$ cat src/rtl/vga_pkg.sv
// Shared definitions for the VGA frame feeder: FSM states, frame geometry,
// output colour width and the 2x2 ordered-dither threshold table.
package vga_pkg;

    typedef enum logic [2:0] {
        ST_IDLE,
        ST_START,
        ST_STREAM,
        ST_DRAIN,
        ST_DONE
    } state_t;

    localparam int IMG_DIM      = 256;
    localparam int FRAME_PIXELS = IMG_DIM * IMG_DIM;
    localparam int RGB_W        = 12;

    // Dither thresholds indexed by {y[0], x[0]}: (0,0)=0, (1,0)=8, (0,1)=12, (1,1)=4
    localparam logic [3:0][7:0] DITHER_T = {8'd4, 8'd12, 8'd8, 8'd0};

endpackage

$ cat src/rtl/vga_gray2rgb.sv
// Stage-2 colour conversion: grayscale pixel to RGB444 with equal channels.
// Build option VGA_FEED_DITHER_EN adds a saturating 2x2 ordered dither ahead
// of the truncation to 4 bits; without it the position inputs are ignored.
module vga_gray2rgb import vga_pkg::*; #(
    parameter int PIX_W = 8
) (
    input  logic [PIX_W-1:0] pix,
    input  logic             x0,
    input  logic             y0,
    output logic [RGB_W-1:0] rgb
);

    logic [3:0] g4;
    logic       unused_low;

`ifdef VGA_FEED_DITHER_EN
    // Add a threshold and clamp at full scale instead of wrapping
    function automatic logic [PIX_W-1:0] sat_add(input logic [PIX_W-1:0] a,
                                                 input logic [7:0]       t);
        logic [PIX_W:0] s;
        s = {1'b0, a} + (PIX_W+1)'(t);
        return s[PIX_W] ? {PIX_W{1'b1}} : s[PIX_W-1:0];
    endfunction

    logic [PIX_W-1:0] v;

    assign v          = sat_add(pix, DITHER_T[{y0, x0}]);
    assign g4         = v[PIX_W-1 -: 4];
    assign unused_low = ^v[PIX_W-5:0];
`else
    assign g4         = pix[PIX_W-1 -: 4];
    assign unused_low = ^{x0, y0, pix[PIX_W-5:0]};
`endif

    assign rgb = {g4, g4, g4};

endmodule

$ cat src/rtl/vga_frame_feeder.sv
// VGA frame feeder: accepts one IMG_DIM x IMG_DIM grayscale frame over a
// valid/ready stream and drives the VGA driver write port (start, we,
// img_idx, wdata) through a 2-stage pipeline. Build option
// VGA_FEED_DITHER_EN enables ordered dither in the colour conversion.
module vga_frame_feeder #(
    parameter int PIX_W   = 8,
    parameter int IMG_DIM = vga_pkg::IMG_DIM,
    parameter int CNT_W   = 17
) (
    input  logic                      clk,
    input  logic                      rst_n,
    input  logic                      frame_req,
    input  logic                      frame_img_idx,
    input  logic                      frame_abort,
    output logic                      frame_busy,
    output logic                      frame_done,
    input  logic                      pix_valid,
    input  logic [PIX_W-1:0]          pix_data,
    output logic                      pix_ready,
    output logic                      vga_start,
    output logic                      vga_img_idx,
    output logic                      vga_we,
    output logic [vga_pkg::RGB_W-1:0] vga_wdata
);

    import vga_pkg::*;

    localparam int               TOTAL   = IMG_DIM * IMG_DIM;
    localparam int               POS_W   = (IMG_DIM > 1) ? $clog2(IMG_DIM) : 1;
    localparam logic [CNT_W-1:0] TOTAL_C = CNT_W'(TOTAL);
    localparam logic [POS_W-1:0] P_LAST  = POS_W'(IMG_DIM - 1);

    state_t             state_q, state_d;
    logic [CNT_W-1:0]   in_cnt, out_cnt;
    logic [POS_W-1:0]   x_pos, y_pos;
    logic               img_idx_q;
    logic               hs, last_in, last_out;
    logic               vld_p1, x0_p1, y0_p1;
    logic [PIX_W-1:0]   pix_p1;
    logic [RGB_W-1:0]   rgb_p1;
    logic               vld_p2;
    logic [RGB_W-1:0]   wdata_p2;

    assign pix_ready = (state_q == ST_STREAM) && (in_cnt < TOTAL_C);
    assign hs        = pix_valid && pix_ready;
    assign last_in   = hs && (in_cnt == TOTAL_C - 1'b1);
    // The final write retires this cycle, so DONE follows immediately after it
    assign last_out  = vld_p2 && (out_cnt == TOTAL_C - 1'b1);

    // State register
    always_ff @(posedge clk) begin
        if (!rst_n) state_q <= ST_IDLE;
        else        state_q <= state_d;
    end

    // Next state and frame-level control outputs; abort overrides everything
    always_comb begin
        state_d    = state_q;
        frame_busy = (state_q != ST_IDLE);
        frame_done = (state_q == ST_DONE);
        vga_start  = (state_q == ST_START);
        if (frame_abort) begin
            state_d = ST_IDLE;
        end else begin
            case (state_q)
                ST_IDLE:   if (frame_req) state_d = ST_START;
                ST_START:  state_d = ST_STREAM;
                ST_STREAM: if (last_in) state_d = ST_DRAIN;
                ST_DRAIN:  if (last_out) state_d = ST_DONE;
                ST_DONE:   state_d = ST_IDLE;
                default:   state_d = ST_IDLE;
            endcase
        end
    end

    // Image slot is captured only when a request is actually accepted
    always_ff @(posedge clk) begin
        if (!rst_n)
            img_idx_q <= 1'b0;
        else if ((state_q == ST_IDLE) && frame_req && !frame_abort)
            img_idx_q <= frame_img_idx;
    end

    // Pixel counters and raster position; cleared at frame start and on abort
    always_ff @(posedge clk) begin
        if (!rst_n || frame_abort || (state_q == ST_START)) begin
            in_cnt  <= '0;
            out_cnt <= '0;
            x_pos   <= '0;
            y_pos   <= '0;
        end else begin
            if (hs) begin
                in_cnt <= in_cnt + 1'b1;
                if (x_pos == P_LAST) begin
                    x_pos <= '0;
                    y_pos <= (y_pos == P_LAST) ? '0 : y_pos + 1'b1;
                end else begin
                    x_pos <= x_pos + 1'b1;
                end
            end
            if (vld_p2) out_cnt <= out_cnt + 1'b1;
        end
    end

    // ---- stage 1: capture accepted pixel and its position parity ----
    // Pipeline valids; abort flushes anything in flight
    always_ff @(posedge clk) begin
        if (!rst_n || frame_abort) begin
            vld_p1 <= 1'b0;
            vld_p2 <= 1'b0;
        end else begin
            vld_p1 <= hs;
            vld_p2 <= vld_p1;
        end
    end

    // Stage-1 data register, loaded only on a handshake
    always_ff @(posedge clk) begin
        if (hs) begin
            pix_p1 <= pix_data;
            x0_p1  <= x_pos[0];
            y0_p1  <= y_pos[0];
        end
    end

    // ---- stage 2: colour conversion and output register ----
    vga_gray2rgb #(.PIX_W(PIX_W)) u_conv (
        .pix (pix_p1),
        .x0  (x0_p1),
        .y0  (y0_p1),
        .rgb (rgb_p1)
    );

    // Output pixel register; cleared by reset so the port reads 0 afterwards
    always_ff @(posedge clk) begin
        if (!rst_n)      wdata_p2 <= '0;
        else if (vld_p1) wdata_p2 <= rgb_p1;
    end

    assign vga_we      = vld_p2;
    assign vga_wdata   = wdata_p2;
    assign vga_img_idx = img_idx_q;

endmodule

$ cat config.mk
export PLATFORM = sky130hd
export DESIGN_NAME = vga_frame_feeder
export DESIGN_NICKNAME = d
export VERILOG_FILES = /design/src/rtl/vga_pkg.sv /design/src/rtl/vga_gray2rgb.sv /design/src/rtl/vga_frame_feeder.sv
export SDC_FILE = /design/constraint.sdc
export NUM_CORES = 1
export LEC_CHECK = 0
export CAP_MARGIN = 0
export CORE_ASPECT_RATIO = 0.9
export CORE_MARGIN = 2
export CORE_UTILIZATION = 46
export CTS_CLUSTER_DIAMETER = 150
export DETAILED_ROUTE_END_ITERATION = 6
export HOLD_SLACK_MARGIN = 0.03
export PLACE_DENSITY = 0.72
export RECOVER_POWER = 25
export SKIP_LAST_GASP = 1
export SYNTH_ARGS = -nofsm -noshare
export SYNTH_HDL_FRONTEND = slang
export SYNTH_SLANG_ARGS = --single-unit
$ cat constraint.sdc
create_clock -name clk -period 1.8 [get_ports clk]
set_input_delay 0.45 -clock clk [delete_from_list [all_inputs] [get_ports clk]]
set_output_delay 0.45 -clock clk [all_outputs]
set_load 0.05 [all_outputs]
==> impl_metrics.yaml <==
setup_path:
  ff2ff_path_depth: 5
  required_ps: 1350
  worstPathArrival_ps: 1550
  path_max_fanout: 3
  crit_type: "flip-flop to primary output"
  crit_path_start_kind: "flip-flop"
  crit_path_end_kind: "primary output"
power_and_ir_drop:
  power_density_nw_per_um2: 654
  p_sw_share_pct: 22.7
  power.share.combinational_pct: 5.9
  intPower_mw: 1.40
  clkPwrFrac_pct: 34.4
  peakVddDrop_mv: 0.377
  pwr-share-seq_pct: 59.7
  finalPower_mw: 1.81
  leakagePower_nw: 0.965
  switchingPower_uw: 410
die:
  rows: 23
  die_area_um2: 5210
  fp.dieW_um: 75.9
  ios: 32
  start_util_pct: 47.9
  coreArea_um2: 4460
  die_y_um: 68.7
status:
  violations: "setup timing"
  status: "complete, but fails checks"
timing:
  finalSetupViolations: 16
  period_needed_ps: 2000
  hold_violations: 0
  rsz0062_at_grt: "yes"
  slew_violations: 0
  fin_crit_sh_pct: 111
  hold_slack_ps: 499
  fin_skew_ps: 6.31
  worst_slack_ps: -195
  fmax_mhz: 501
  worst_pin_slew_ps: 603
  relSlewSlack_pct: 59.9
clock_tree:
  clkTransAtPathRegs_ps: 90
  numCtsBuffers: 5
  cts_hold_buf: 0
  tritoncts: "yes"
  cts.htree.levels: 2
  ctsLongestPathBuffers: 2
  cts_sinks: 48
  clkLatencyLatePin_ps: 300
  cts_root_buffer: "clkbuf_8"
global_route:
  track_usage_pct: 17.5
  grt_pass1_vias: 1620
  grt_start_max_net_pins: 33
  overflow: 0
  grt_antenna_before_repair: 0
  grt_pass1_wl_um: 6910
logic_synthesis:
  synth_fp_nets: 258
  yosysSeqAreaShare_pct: 46.8
  synth_edf_count: 4
  synth_area_um2: 2140
  synth.most_common_cell: "dfxtp_1"
  synth_cell_type_count: 38
  synthCells: 240
  yosysWarnings: 0
  async_reset_ff_share_pct: 0
  synth_top_area_cell: "dfxtp_1"
  synthTopCellsByArea: "dfxtp_1, edfxtp_1, nor2_1"
  avgSynthCellArea_um2: 8.91
  synth.top_cell.area_share_pct: 41.2
  ys_ff_latch: 48
  synthTopCellsByCount: "dfxtp_1, nor2_1, a21oi_1, nand2_1"
  ys.flop_type: "dfxtp_1"
finish:
  drive_gt1_share_pct: 23.9
  num_antenna_cells: 0
  final.fill_count: 376
  fin_nets: 306
  stdcell_area_um2: 2770
  area_growth_pct: 29.3
placement:
  placed_area_um2: 2620
  dp_hpwl_um: 3000
  pre_cts_slack_ps: -369
  routabilityCongestion: 0.785
  io_buffer_count: 27
drt:
  via_per_inst: 5.02
  drt_pre_antenna_iters: 4
  drc: 0
  antenna_left: 0
  drt_first_iter_violations: 118
  wl_per_cell_um: 11.8
  vias: 1763
  wirelength_um: 4160
flow_run:
  cap_violations: 0
worst_hold_path:
  hold_path_class: "flip-flop to flip-flop"
  hold_depth: 2
==> power groups by stage <==
stage / clock [mW] / sequential, mW / combinational, mW
final: 0.622 / 1.08 / 0.106
after CTS: 0.650 / 1.08 / 0.108
after global routing: 0.699 / 1.08 / 0.114
after global placement: 0 / 1.10 / 0.102
after detailed placement: 0 / 1.10 / 0.103
after floorplan: 0 / 1.11 / 0.0463
==> worst max-delay path: stages (launching register included) <==
cell        delay (ps)
dfxtp_2            330
or4b_4             560
buf_6              140
clkinvlp_4          90
buf_12             140
==> layout make-up <==
cell class	count	area (um2)	area share, %
repair buffers	57	488	17.6
well taps	62	77.6	2.81
multi-input cells	166	1060	38.4
inverters	10	41.3	1.49
clock buffers	5	68.8	2.49
clock inverters	3	17.5	0.633
flip-flops and latches	48	1010	36.6
==> worst paths after layout <==
kind                    start          end  slack (ps)
setup reg to reg   state_q[2]   in_cnt[12]        -180
hold / removal    out_cnt[13]  out_cnt[13]         500
hold reg to reg   out_cnt[13]  out_cnt[13]         500
setup / recovery   state_q[2]    pix_ready        -200
==> per-stage QoR <==
step,instances,utilization [%],TNS [ps]
2_1_floorplan,240,-,-294
3_3_place_gp,340,58.6,-2120
3_5_place_dp,340,58.6,-2390
4_1_cts,350,61.3,-1200
5_1_grt,351,62.0,-2730
6_report,351,62.0,-1410
==> per-layer routing <==
metal	vias up	GRT usage, %	wire length, um
met5	-	0	0
met1	815	20.9	1910
li1	925	-	-
met4	0	6.36	43
met2	19	30.3	2100
met3	4	4.36	104
==> layout by cell type, fill, tap and decap left out, types with 3 or more instances in the layout <==
cell type,instances
and2_1,4
buf_4,36
dfxtp_1,38
a21oi_1,16
dlygate4sd3_1,5
dfxtp_2,5
edfxtp_1,4
or3_1,11
nand4_1,7
nor3_1,4
clkbuf_8,5
clkdlybuf4s50_1,4
o21ai_0,12
nor2b_1,5
and3_1,3
xor2_1,9
clkbuf_1,5
nand2_1,16
buf_6,3
xnor2_1,6
mux2i_1,6
inv_1,9
nand3_1,12
or4_1,3
buf_12,3
nor2_1,24
==> sequential cells by signal (all words and copies together) (netlist names) <==
| register | cells |
|---|---|
| in_cnt | 17 |
| out_cnt | 17 |
| pix_p1 | 4 |
| state_q | 3 |
| vga_img_idx | 1 |
| vga_wdata | 4 |
| vga_we | 1 |
| vld_p1 | 1 |
==> what timing repair did <==
| item | CTS | global route |
|---|---|---|
| pin swaps | 2 | 4 |
| gates cloned | 0 | 0 |
| gates resized for setup | 5 | 12 |
| setup buffers | 2 | 1 |
| endpoints found under the setup margin | 10 | 28 |
==> cell families (layout without fill, tap and decap cells) <==
group,after synthesis,in the layout,synth area share [%]
AO/OA/AOI/OAI,34,34,8.60
AND/OR/NAND/NOR,107,107,27.2
multiplexers,6,6,2.81
adder cells (fa/ha/maj),4,4,2.34
buffers and inverters,26,75,6.09
flip-flops,48,48,46.8
XOR/XNOR,15,15,6.14
No activity file was read; power rests on OpenSTA's default activity.
